**src/rtl/div_unit.sv**
```systemverilog
// div_unit
//   Sequential signed 32-bit divider (MIPS DIV). The quotient goes to lo and
//   the remainder to hi; both feed the MFHI/MFLO write-data select. It uses
//   restoring division on operand magnitudes, one quotient bit per cycle, and
//   applies a sign fix-up in a final cycle.
//
// Ports:
//   clk      in   system clock, rising edge
//   reset    in   asynchronous active-high reset
//   start    in   request a division (sampled only in IDLE)
//   a        in   [31:0] dividend (rs), two's complement
//   b        in   [31:0] divisor  (rt), two's complement
//   hi       out  [31:0] remainder, held until the next successful division
//   lo       out  [31:0] quotient,  held until the next successful division
//   busy     out  high while in CALC or FIX
//   done     out  one-cycle pulse when hi/lo have just been updated
//   div_zero out  one-cycle pulse when start was seen with b == 0
module div_unit (
    input  logic        clk,
    input  logic        reset,
    input  logic        start,
    input  logic [31:0] a,
    input  logic [31:0] b,
    output logic [31:0] hi,
    output logic [31:0] lo,
    output logic        busy,
    output logic        done,
    output logic        div_zero
);

    typedef enum logic [1:0] {
        IDLE = 2'd0,
        CALC = 2'd1,
        FIX  = 2'd2
    } state_t;

    state_t      state;
    logic [31:0] bmag;
    logic [31:0] rem;
    logic [31:0] q;
    logic [4:0]  count;
    logic        qs;
    logic        rs;

    // Magnitudes are 32-bit unsigned, so |0x80000000| stays 0x80000000.
    logic [31:0] amag_in;
    logic [31:0] bmag_in;
    assign amag_in = a[31] ? (~a + 32'd1) : a;
    assign bmag_in = b[31] ? (~b + 32'd1) : b;

    // One restoring step. rem < bmag <= 2^31 always holds, so the shifted
    // remainder fits in 32 bits. The 33-bit trial makes its sign a borrow flag.
    logic [31:0] rem_sh;
    logic [31:0] q_sh;
    logic [32:0] trial;
    assign rem_sh = {rem[30:0], q[31]};
    assign q_sh   = {q[30:0], 1'b0};
    assign trial  = {1'b0, rem_sh} - {1'b0, bmag};

    always_ff @(posedge clk or posedge reset) begin
        if (reset) begin
            state    <= IDLE;
            bmag     <= '0;
            rem      <= '0;
            q        <= '0;
            count    <= '0;
            qs       <= 1'b0;
            rs       <= 1'b0;
            hi       <= '0;
            lo       <= '0;
            busy     <= 1'b0;
            done     <= 1'b0;
            div_zero <= 1'b0;
        end else begin
            done     <= 1'b0;
            div_zero <= 1'b0;
            case (state)
                IDLE: begin
                    if (start) begin
                        if (b == 32'd0) begin
                            div_zero <= 1'b1;
                        end else begin
                            bmag  <= bmag_in;
                            q     <= amag_in;
                            rem   <= '0;
                            count <= '0;
                            qs    <= a[31] ^ b[31];
                            rs    <= a[31];
                            busy  <= 1'b1;
                            state <= CALC;
                        end
                    end
                end
                CALC: begin
                    if (!trial[32]) begin
                        rem <= trial[31:0];
                        q   <= {q_sh[31:1], 1'b1};
                    end else begin
                        rem <= rem_sh;
                        q   <= q_sh;
                    end
                    count <= count + 5'd1;
                    if (count == 5'd31) begin
                        state <= FIX;
                    end
                end
                FIX: begin
                    lo    <= qs ? (~q + 32'd1) : q;
                    hi    <= rs ? (~rem + 32'd1) : rem;
                    done  <= 1'b1;
                    busy  <= 1'b0;
                    state <= IDLE;
                end
                default: begin
                    state <= IDLE;
                    busy  <= 1'b0;
                end
            endcase
        end
    end

endmodule

```
**config.mk**
```make
export PLATFORM = sky130hd
export DESIGN_NAME = div_unit
export DESIGN_NICKNAME = d
export VERILOG_FILES = /design/src/rtl/div_unit.sv
export SDC_FILE = /design/constraint.sdc
export NUM_CORES = 1
export LEC_CHECK = 0
export ABC_AREA = 1
export ABC_CLOCK_PERIOD_IN_PS = 8450
export BUFFER_PORTS_ARGS = -buffer_cell sky130_fd_sc_hd__buf_2
export CORE_MARGIN = 2
export CORE_UTILIZATION = 40
export DETAILED_ROUTE_END_ITERATION = 10
export PLACE_DENSITY = 0.6
export SYNTH_ARGS = -nofsm -noshare
export SYNTH_HDL_FRONTEND = slang
export SYNTH_SLANG_ARGS = --single-unit
```
**constraint.sdc**
```tcl
create_clock -name clk -period 8.45 [get_ports clk]
set_clock_uncertainty 0.1 [all_clocks]
set_input_delay 1.69 -clock clk [delete_from_list [all_inputs] [get_ports clk]]
set_output_delay 1.69 -clock clk [all_outputs]
set_load 0.02 [all_outputs]
```
==> Word level (Yosys, flattened, before mapping) <==
Cells that the tools add are included.
{ "word_totals": {"ff_bits": 172, "in_bits": 67, "output_inout_bits": 67, "word_cells": 64} }
{ "classes": {"n_addsub": 6, "eq_ne": 6, "mux": 26, "n_bitwise": 7, "n_reduce_logical": 7} }
{ "ops": {"columns": ["cell", "count"], "rows": [
  ["$mux W32", 9],
  ["$add A32 B1 Y32 const B", 4],
  ["$not A32 Y32", 4],
  ["$pmux W32 S2", 2],
  ["$sub A32 B32 Y33", 1],
  ["$logic_not A32 Y1", 1],
  ["$reduce_and A3 Y1", 4],
  ["$mux W5", 2],
  ["$pmux W5 S2", 1],
  ["$mux W1", 7],
  ["$mux W2", 3],
  ["$ne A2 B2 Y1 const B", 3],
  ["$add A5 B1 Y5 const B", 1],
  ["$eq A5 B5 Y1 const B", 1],
  ["$pmux W2 S2", 1],
  ["$eq A2 B1 Y1 const B", 1],
  ["$eq A2 B2 Y1 const B", 1],
  ["$logic_not A2 Y1", 1],
  ["$not A1 Y1", 2],
  ["$pmux W1 S2", 1],
  ["$reduce_bool A2 Y1", 1],
  ["$xor A1 B1 Y1", 1]
]} }

==> Longest topological paths before layout <==
Gate-level depths: netlist (run 1).
{ "logic_depth": {"word_depth": 6, "ltp_mapped": 17, "mapped_depth_nobuf": 16} }

==> Worst setup path after synthesis (run 1) <==
No wires, ideal clock.
{ "synth_timing": {"path_kind": "input to register", "startpoint": "input b[0]", "endpoint": "register bmag[10]", "setup_ps": 131, "arrival_time_ps": 2928, "required_ps": 8219, "setup_slack_ps": 5291, "stages": 12, "n_path_buf": 2, "path_cell_list": "inv_1 > ha_1 > nand3_1 > nor2_1 > nand2_1 > nor2_1 > nor3_2 > inv_2 > buf_4 > buf_2 > nand2_1 > o21ai_0"} }
{ "synth_between": {"elab_chain_len": 3, "word_cells_on_any_way": 6, "cone_classes": "1 x add/sub; 1 x mux; 2 x bitwise; 2 x reduce/logical"} }
{ "synth_lines": {"columns": ["item", "line_no", "rtl"], "rows": [
  ["start: declaration", "23", "input logic [31:0] b,"],
  ["$not A32 Y32 / $logic_not A32 Y1 (equally long branches)", "49, 80", null],
  ["$add A32 B1 Y32 / $not A1 Y1 (equally long branches)", null, null],
  ["$mux W32 / $reduce_and A3 Y1 (equally long branches)", null, null],
  ["end signal: assignment", "83", "bmag <= bmag_in;"],
  ["end: declaration", "38", "logic [31:0] bmag;"]
]} }
Parallel ways exist; a longest one is shown, timed or not.
A chain may end at the register's enable or synchronous reset.

==> Worst setup path after layout (run 1) <==
{ "layout_timing": {"startpoint": "input b[31]", "endpoint": "register q[25]"} }
{ "layout_between": {"elab_chain_len": 3} }
{ "layout_lines": {"columns": ["item", "line_no", "rtl"], "rows": [
  ["$logic_not A32 Y1", "80", "if (b == 32'd0) begin"],
  ["$ne A2 B2 Y1 (no source line)", null, null],
  ["$reduce_and A3 Y1 (no source line)", null, null],
  ["end signal: assignment", "84", "q <= amag_in;"],
  ["end signal: assignment", "97", "q <= {q_sh[31:1], 1'b1};"],
  ["end signal: assignment", "100", "q <= q_sh;"],
  ["end: declaration", "40", "logic [31:0] q;"]
]} }
Every way passes these cells.

==> impl_metrics.yaml, run 1 <==
placed_design:
  dp_hpwl_um: 31880
  gp_congestion: 0.9703
  dp_slack_ns: 3.951
  placed_cell_area_um2: 14450
  io_buffers: 133
clock_network:
  clockBufferDepth: 2
  cts_buffers: 17
  cts_max_level: 4
  path_clk_slew_ns: 0.07
  clk_latency_ns: 0.44
  cts_sinks: 172
  cts_tree: "done"
  cts-root-buf: "clkbuf_16"
  cts_resized: 0
  cts_setup_buffers: 0
  cts_hold_buf: 0
worst_setup_path:
  ff2ff_setup_slack_ns: 5.30
  end_kind: "flop"
  worstPathRequired_ns: 8.65
  arrival_ns: 4.31
  critPathCapture: "q[25]"
  worst_r2r_endpoint: "rem[27]"
  path_max_fanout: 52
  reg2regPathDepth: 12
  worstSetupPathType: "in -> reg"
  start_kind: "primary input"
  reg2reg_from: "rem[21]"
  startpoint: "b[31]"
layout:
  postLayoutCellArea_um2: 15020
  drive_above_1_share: 0.09211
  mostFrequentLayoutCells: "nand2_1, inv_1, nand3_1"
  area_growth_pct: 11.49
  fin_nets: 2363
  antenna_cells: 0
  layout_commonest_cell: "nand2_1"
floorplanning:
  start_util: 0.4039
  die-area_um2: 35170
  coreArea_um2: 33360
  ios: 134
  die_h_um: 187.5
  rows: 67
  die_w_um: 187.5
logic_synthesis:
  ys_ff_latch: 172
  mappedNetlistArea_um2: 13480
  synth_cells: 2162
  yosysWarningCount: 0
  synthFlopType: "dfrtp_1"
  synth-async-reset-ratio: 1.000
  ys_types: 44
  avgSynthCellArea_um2: 6.233
  syn-num-nets: 2269
  synth-edff-count: 0
  yosysSeqAreaShare: 0.3194
timing:
  final.min_clock_period_ns: 4.110
  finalHoldViolCount: 0
  layout_setup_ws_ns: 4.340
  worst_pin_slew_ns: 1.013
  maxSlewViolCount: 0
  max-slew-margin-rel: 0.3246
  max_freq_ghz: 0.2433
  rsz0062_at_grt: "no"
  hold_ws_ns: 0.3782
  finalSetupTns_ns: 0
  fin_crit_sh: 0.4864
  setup_viol: 0
drt:
  wire_per_inst_um: 15.08
  dr.pass1.iters: 6
  antenna_left: 0
  dr_total_vias: 13540
  drt_iter0_drc: 1062
  drc: 0
  drt-total-wl_um: 40960
  vias_per_cell: 4.983
global_route:
  grt_overflow_total: 0
  grtUsageTotal: 0.2339
  grt_pass1_vias: 12330
  antenna_found_initial: 0
  grt_pass1_wl_um: 65880
  grt_max_degree: 68
power_and_ir_drop:
  pwr-share-seq: 0.254
  combPwrFrac: 0.625
  finalPower_mw: 6.418
  switching_share: 0.5384
  p_per_area_nw_per_um2: 427.2
  power.switching_mw: 3.456
  peakVddDrop_mv: 0.2036
  power_frac_clock: 0.122
  p_int_mw: 2.962
  power.leakage_nw: 8.136
job:
  maxCapViolCount: 0
outcome:
  status: "complete, no violations"
worst_hold_path:
  hp-class: "reg -> reg"
-- metal layers --
layer | up-vias | wire, µm | track usage
met1 | 6112 | 21480 | 0.3735
met4 | 0 | 615 | 0.05270
met2 | 408 | 16410 | 0.3321
met5 | - | 0 | 0
li1 | 6982 | - | -
met3 | 36 | 2455 | 0.02770
-- worst min path at each step --
| stage | startpoint | endpoint | slack [ns] | depth (start not counted) |
|---|---|---|---|---|
| 2_1_floorplan | state[1] | state[1] | 0.34 | 1 |
| 3_3_place_gp | lo[24] | lo[24] | 0.36 | 2 |
| 3_5_place_dp | hi[28] | hi[28] | 0.36 | 2 |
| 4_1_cts | hi[28] | hi[28] | 0.38 | 2 |
| 5_1_grt | bmag[7] | bmag[7] | 0.40 | 2 |
| 6_report | hi[28] | hi[28] | 0.38 | 2 |
-- cell families after synthesis --
logic type,after synthesis,synth area share
adder cells (fa/ha/maj),40,0.03770
XOR/XNOR,64,0.04160
AND/OR/NAND/NOR,1284,0.4033
AO/OA/AOI/OAI,204,0.08078
flip-flops,172,0.3194
buffers and inverters,398,0.1172
-- registers in the layout (all words and copies together), names as in the netlist --
| signal | flops |
|---|---|
| bmag | 32 |
| hi | 32 |
| lo | 32 |
| q | 32 |
| rem | 32 |
| count | 5 |
| state | 2 |
| busy | 1 |
| div_zero | 1 |
| done | 1 |
| qs | 1 |
| rs | 1 |
-- power groups by stage --
stage / clock [mW] / combinational (mW) / sequential [mW]
after floorplan: 0 / 2.93 / 1.62
after global placement: 0 / 3.91 / 1.62
after detailed placement: 0 / 3.96 / 1.63
after CTS: 0.797 / 3.99 / 1.61
after global routing: 0.831 / 4.59 / 1.68
final: 0.781 / 4.01 / 1.63
-- cells in the mapped netlist (17+ instances only) --
| cell | instances | share of area |
|---|---|---|
| xor2_1 | 50 | 0.032 |
| nor3_1 | 23 | 0.0085 |
| clkbuf_1 | 34 | 0.0095 |
| a21oi_1 | 33 | 0.012 |
| nand2_1 | 751 | 0.21 |
| buf_2 | 17 | 0.0063 |
| nand3_1 | 246 | 0.091 |
| inv_1 | 320 | 0.089 |
| ha_1 | 39 | 0.036 |
| dfrtp_1 | 172 | 0.32 |
| o21ai_0 | 110 | 0.041 |
| nor2_1 | 192 | 0.053 |
| o21ai_1 | 33 | 0.012 |
| nand4_1 | 30 | 0.014 |
-- metrics by stage --
step	util	cells
6_report	0.4503	2717
3_3_place_gp	0.4331	2685
3_5_place_dp	0.4331	2685
4_1_cts	0.4503	2717
2_1_floorplan	-	2162
5_1_grt	0.4503	2717
-- final cells by class --
cell class / instances / area, µm²
clock buffer: 17 / 425.4
clock inverter: 15 / 150.1
fill: 3666 / 18340
inverter: 331 / 1247
multi-input combinational: 1592 / 7604
sequential: 172 / 4304
tap: 448 / 560.5
timing repair buffer: 142 / 733.2
-- critical path: stages --
cell     delay, ns
buf_2         0.28
inv_2         0.30
nand4_1       0.14
nor2_1        0.16
nand2_1       0.07
nor2_1        0.22
nand2_1       0.10
nand3_2       0.07
buf_4         0.45
inv_2         0.50
nand3_1       0.21
o21ai_1       0.08
No activity file was read; power rests on OpenSTA's default activity.
==> run 2, diff against run 1 <==
Settings changed: ABC_AREA 1 to 0, ABC_CLOCK_PERIOD_IN_PS 8450 to 3760, PLACE_DENSITY 0.6 to 0.63.
Clock period 8.45 ns to 3.76 ns, I/O delays scaled along.
==> run 2 against run 1 <==
  * Non-clock buffer count is 9 higher
  * Die area fell by 17%
  * Wire length is 32% lower
  * Cell count decreased by 34%
  * Sequential power increased by 110%
  * First-iteration DRC count fell by 44%
  * Register-to-register slack got worse by 4.9 ns
  * Sequential cell count unchanged
  * Critical endpoint is now rem[30]
  * Largest cell class unchanged
  * Largest power group unchanged
==> impl_metrics.yaml, run 2 <==
drt:
  dr.pass1.iters: 5
  drt_iter0_drc: 600
  dr_total_vias: 9443
  drt-total-wl_um: 27690
  vias_per_cell: 5.258
  drc: 0
  wire_per_inst_um: 15.42
  antenna_left: 0
logic_synthesis:
  synth_cells: 1305
  avgSynthCellArea_um2: 8.527
  yosysSeqAreaShare: 0.3868
  synthAdderAreaFrac: 0.04565
  yosysMostFrequentCell: "nand2_1"
  mappedNetlistArea_um2: 11130
  synthFlopType: "dfrtp_1"
  synth_mux_area_frac: 0.03688
  synth_area_leaders: "dfrtp_1, nand2_1, xor2_1"
  synth_top_area_cell: "dfrtp_1"
  synth-edff-count: 0
  yosys-top-cells-count: "nand2_1, dfrtp_1, o21ai_1, xor2_1, a21oi_1"
  synth-async-reset-ratio: 1.000
  ys_types: 62
  ys_ff_latch: 172
  synth_xor_area_frac: 0.1165
  synth-compound-area-share: 0.2026
  synth_top_family_by_area: "compound AO/OA/AOI/OAI gates"
  syn-num-nets: 1412
  yosys.area_share.simple: 0.1691
  yosysWarningCount: 0
  synth_top_area_frac: 0.3868
worst_setup_path:
  worstPathRequired_ns: 4.03
  path_max_fanout: 9
  ff2ff_setup_slack_ns: 0.43
  arrival_ns: 3.60
  reg2reg_from: "q[31]"
  start_kind: "flop"
  end_kind: "flop"
  startpoint: "q[31]"
  worstSetupPathType: "reg -> reg"
global_route:
  grt_pass1_vias: 8819
  grt_overflow_total: 0
  grt_pass1_wl_um: 45530
  grtUsageTotal: 0.1947
  antenna_found_initial: 0
  grt_max_degree: 173
floorplanning:
  ios: 134
  rows: 61
  die-area_um2: 29170
  start_util: 0.4039
  coreArea_um2: 27550
  die_h_um: 170.8
  die_w_um: 170.8
clock_network:
  clk_latency_ns: 0.44
  cts_sinks: 172
  path_clk_slew_ns: 0.07
  cts_buffers: 17
  cts_hold_buf: 0
  clockBufferDepth: 2
  cts_max_level: 4
  cts-root-buf: "clkbuf_16"
  cts_resized: 0
  cts_setup_buffers: 0
  cts_tree: "done"
timing:
  maxSlewViolCount: 0
  max-slew-margin-rel: 0.2229
  worst_pin_slew_ns: 1.166
  setup_viol: 0
  fin_crit_sh: 0.8849
  finalHoldViolCount: 0
  final.min_clock_period_ns: 3.327
  finalSetupTns_ns: 0
  max_freq_ghz: 0.3005
  rsz0062_at_grt: "no"
placed_design:
  gp_congestion: 0.8868
  io_buffers: 133
  placed_cell_area_um2: 12190
  dp_hpwl_um: 20320
layout:
  mostFrequentLayoutCells: "nand2_1, dfrtp_1, o21ai_1, buf_2, xor2_1"
  drive_above_1_share: 0.1453
  area_growth_pct: 14.73
  fin_nets: 1512
  antenna_cells: 0
  layout_commonest_cell: "nand2_1"
  postLayoutCellArea_um2: 12770
power_and_ir_drop:
  power.leakage_nw: 5.760
  peakVddDrop_mv: 0.4184
  p_per_area_nw_per_um2: 930.6
worst_hold_path:
  min_from: "hi[3]"
  hp-class: "reg -> reg"
job:
  maxCapViolCount: 0
outcome:
  status: "complete, no violations"
run 2: cell count changes after synthesis, sizes merged, moves of 25 or more:
| cell | change |
|---|---|
| xnor2 | +51 |
| o21ai | +54 |
| inv | -273 |
| nand2 | -544 |
| o31ai | +25 |
| a21oi | +41 |
| xor2 | +33 |
| mux2i | +41 |
| nand3 | -235 |
| nor2 | -139 |
| nand4 | -27 |
run 2: worst paths after layout:
kind                       endpoint  depth (start not counted)
setup / recovery            rem[30]                         11
max in group asynchronous    hi[27]                          3
min in group asynchronous    lo[29]                          3
setup reg to reg            rem[30]                         11
hold reg to reg               hi[3]                          2
hold / removal                hi[3]                          2
run 2: final cells by class:
cell class                 instances  area [µm²]
tap                              378       473.0
clock inverter                    13       132.6
timing repair buffer             151       825.8
clock buffer                      19       442.9
sequential                       172        4304
inverter                          54       206.4
multi-input combinational       1009        6382
fill                            2724       14790
run 2: metrics by stage:
step,utilization,setup slack (ns),hold slack (ns),power (mW),cells
after CTS,0.4634,0.4438,0.3797,11.94,1796
final,0.4634,0.4327,0.3743,11.88,1796
after floorplan,-,0.6508,0.3556,8.430,1305
after detailed placement,0.4425,0.2994,0.3651,10.14,1764
after global placement,0.4425,0.3738,0.3561,10.01,1764
after global routing,0.4634,0.1490,0.4027,12.93,1796
run 2: routing by layer:
metal	vias to the layer above	global-route usage	routed length [µm]
li1	4796	-	-
met5	-	0	0
met2	195	0.3142	12720
met4	0	0.05351	427
met1	4423	0.2719	13440
met3	29	0.02961	1111
run 2: where the power goes:
group	switching [mW]	internal (mW)	total [mW]
logic	3.89	2.88	6.76
clock network	0.810	0.949	1.76
registers	0.813	2.55	3.36
total	5.51	6.37	11.9
run 2: cells by family (layout without fill, tap and decap cells):
group           Yosys count  in the layout
compound gates          380            380
xor+xnor                148            148
fa+ha+maj                40             40
buf+inv                 124            237
flops                   172            172
mux                      41             41
simple gates            400            400
run 2: worst max-delay path: stages (launching register included):
cell and delay, ns:
dfrtp_1 0.36, inv_1 0.06, ha_1 0.20, fa_1 0.41, nand2b_1 0.18, a21oi_1 0.25
o2111ai_1 0.25, a21oi_1 0.29, o2111ai_1 0.22, a21o_1 0.32, or4_1 0.53, nand3_1 0.10
==> run 3, diff against run 2 <==
Settings changed: ABC_CLOCK_PERIOD_IN_PS 3760 to 3630, PLACE_DENSITY 0.63 to 0.6.
Clock period 3.76 ns to 3.63 ns, I/O delays scaled along.
==> run 3 against run 2 <==
  * Count of clock-buffer cells in the layout decreased by 2
  * Hold slack worse by 0.042 ns
  * Sequential cell count stayed put
  * Via count shrank 0.33%
  * Sequential power increased by 3%
  * Critical endpoint unchanged
  * First-iteration DRC count up 17%
  * Wire length fell by 0.14%
  * Critical path type unchanged
==> impl_metrics.yaml, run 3 (synthesized netlist as in run 2, its figures left out) <==
outcome:
  status: "complete, no violations"
clock_network:
  cts_hold_buf: 0
  cts_tree: "done"
  cts_resized: 0
  clk_latency_ns: 0.44
  clockBufferDepth: 2
  cts_max_level: 4
  cts_setup_buffers: 0
  cts_sinks: 172
  path_clk_slew_ns: 0.07
  cts-root-buf: "clkbuf_16"
  cts_buffers: 17
timing:
  rsz0062_at_grt: "no"
  fin_crit_sh: 0.8901
  finalHoldViolCount: 0
  worst_pin_slew_ns: 1.104
  maxSlewViolCount: 0
  max_freq_ghz: 0.3095
  max-slew-margin-rel: 0.2640
  setup_viol: 0
  finalSetupTns_ns: 0
  final.min_clock_period_ns: 3.231
worst_setup_path:
  worstSetupPathType: "reg -> reg"
  reg2regPathDepth: 11
  path_buf_inv: 1
  cpPeakStageDelay_ns: 0.51
  critPathSlowestCell: "or4_1"
  reg2reg_from: "q[31]"
  path_max_fanout: 6
  worst_r2r_endpoint: "rem[30]"
  crit_family: "compound AO/OA/AOI/OAI gates"
  end_kind: "flop"
  worstPathRequired_ns: 3.90
  start_kind: "flop"
  arrival_ns: 3.50
  ff2ff_setup_slack_ns: 0.40
  crit_chain: "inv_1, ha_1, fa_1, nand2b_1, a21oi_1, o2111ai_1, a21oi_1, o2111ai_1, a21o_1, or4_1, nand3_1"
layout:
  mostFrequentLayoutCells: "nand2_1, dfrtp_1, o21ai_1, buf_2, xor2_1"
  multiInputGateArea_um2: 6382
  postLayoutCellArea_um2: 12910
  antenna_cells: 0
  layout_commonest_cell: "nand2_1"
  n_fill_cell: 2735
  fin_nets: 1525
  drive_above_1_share: 0.1537
  regArea_um2: 4304
  area_growth_pct: 16.00
floorplanning:
  die_w_um: 170.8
  rows: 61
  coreArea_um2: 27550
  die_h_um: 170.8
  ios: 134
  die-area_um2: 29170
  start_util: 0.4039
global_route:
  antenna_found_initial: 0
  use_met3: 0.02336
  grtUsageTotal: 0.1942
  met1_usage: 0.2701
  busiest_layer: "met2"
  met2_usage: 0.3140
  grt_pass1_vias: 8923
  grt_overflow_total: 0
  grt_pass1_wl_um: 45360
  grt_max_degree: 115
power_and_ir_drop:
  p_per_area_nw_per_um2: 954.0
  power.leakage_nw: 5.826
  p_int_mw: 6.655
  pwr-share-seq: 0.281
  combPwrFrac: 0.574
  power_frac_clock: 0.145
  power.switching_mw: 5.660
  switching_share: 0.4596
  peakVddDrop_mv: 0.4717
  finalPower_mw: 12.31
placed_design:
  placed_cell_area_um2: 12340
  io_buffers: 133
  dp_hpwl_um: 20780
  gp_congestion: 0.8889
drt:
  drt-total-wl_um: 27650
  dr_total_vias: 9412
  vias_per_cell: 5.203
  drc: 0
  dr.pass1.iters: 6
  wire_per_inst_um: 15.29
  antenna_left: 0
  drt_iter0_drc: 699
job:
  maxCapViolCount: 0
worst_hold_path:
  hp-class: "in -> async"
-- run 3: changes by cell type in the layout (fill, tap and decap cells not counted), sizes merged --
cell	delta
buf	+13
clkinvlp	+4
inv	-3
clkbuf	-2
clkinv	+1
-- run 3: power groups by stage --
stage	combinational (mW)	sequential, mW	clock [mW]
floorplan	5.40	3.33	0
global placement	7.00	3.46	0
detailed placement	7.05	3.49	0
CTS	7.08	3.45	1.84
global route	7.94	3.58	1.90
finish	7.06	3.46	1.79
-- run 3: routing by layer --
metal / vias up / part of all wire
li1: 4798 / -
met1: 4378 / 0.49
met2: 206 / 0.46
met3: 30 / 0.035
met4: 0 / 0.021
met5: - / 0
-- run 3: how the worst max path moves through the flow --
| stage | start | endpoint | slack, ns | depth (start not counted) |
|---|---|---|---|---|
| after floorplan | a[4] | q[24] | 0.55 | 9 |
| after global placement | b[0] | bmag[28] | 0.31 | 10 |
| after detailed placement | b[0] | bmag[28] | 0.26 | 10 |
| after CTS | q[31] | rem[30] | 0.42 | 11 |
| after global routing | rem[0] | rem[30] | 0.13 | 10 |
| final | q[31] | rem[30] | 0.40 | 11 |
-- run 3: area by class of cell --
cell class,count,area share
repair buffers,164,0.07541
well taps,378,0.03664
multi-input cells,1009,0.4944
inverters,54,0.01599
clock inverters,15,0.01115
clock buffers,17,0.03296
flip-flops and latches,172,0.3334
-- run 3: stage by stage --
stage                     instances  hold WS, ns    util  setup WS [ns]
after global placement         1777       0.3559  0.4478         0.3127
after detailed placement       1777       0.3649  0.4478         0.2584
after global routing           1809       0.3853  0.4685         0.1269
after CTS                      1809       0.3453  0.4685         0.4159
final                          1809       0.3321  0.4685         0.3990
after floorplan                1305       0.3556       -         0.5468
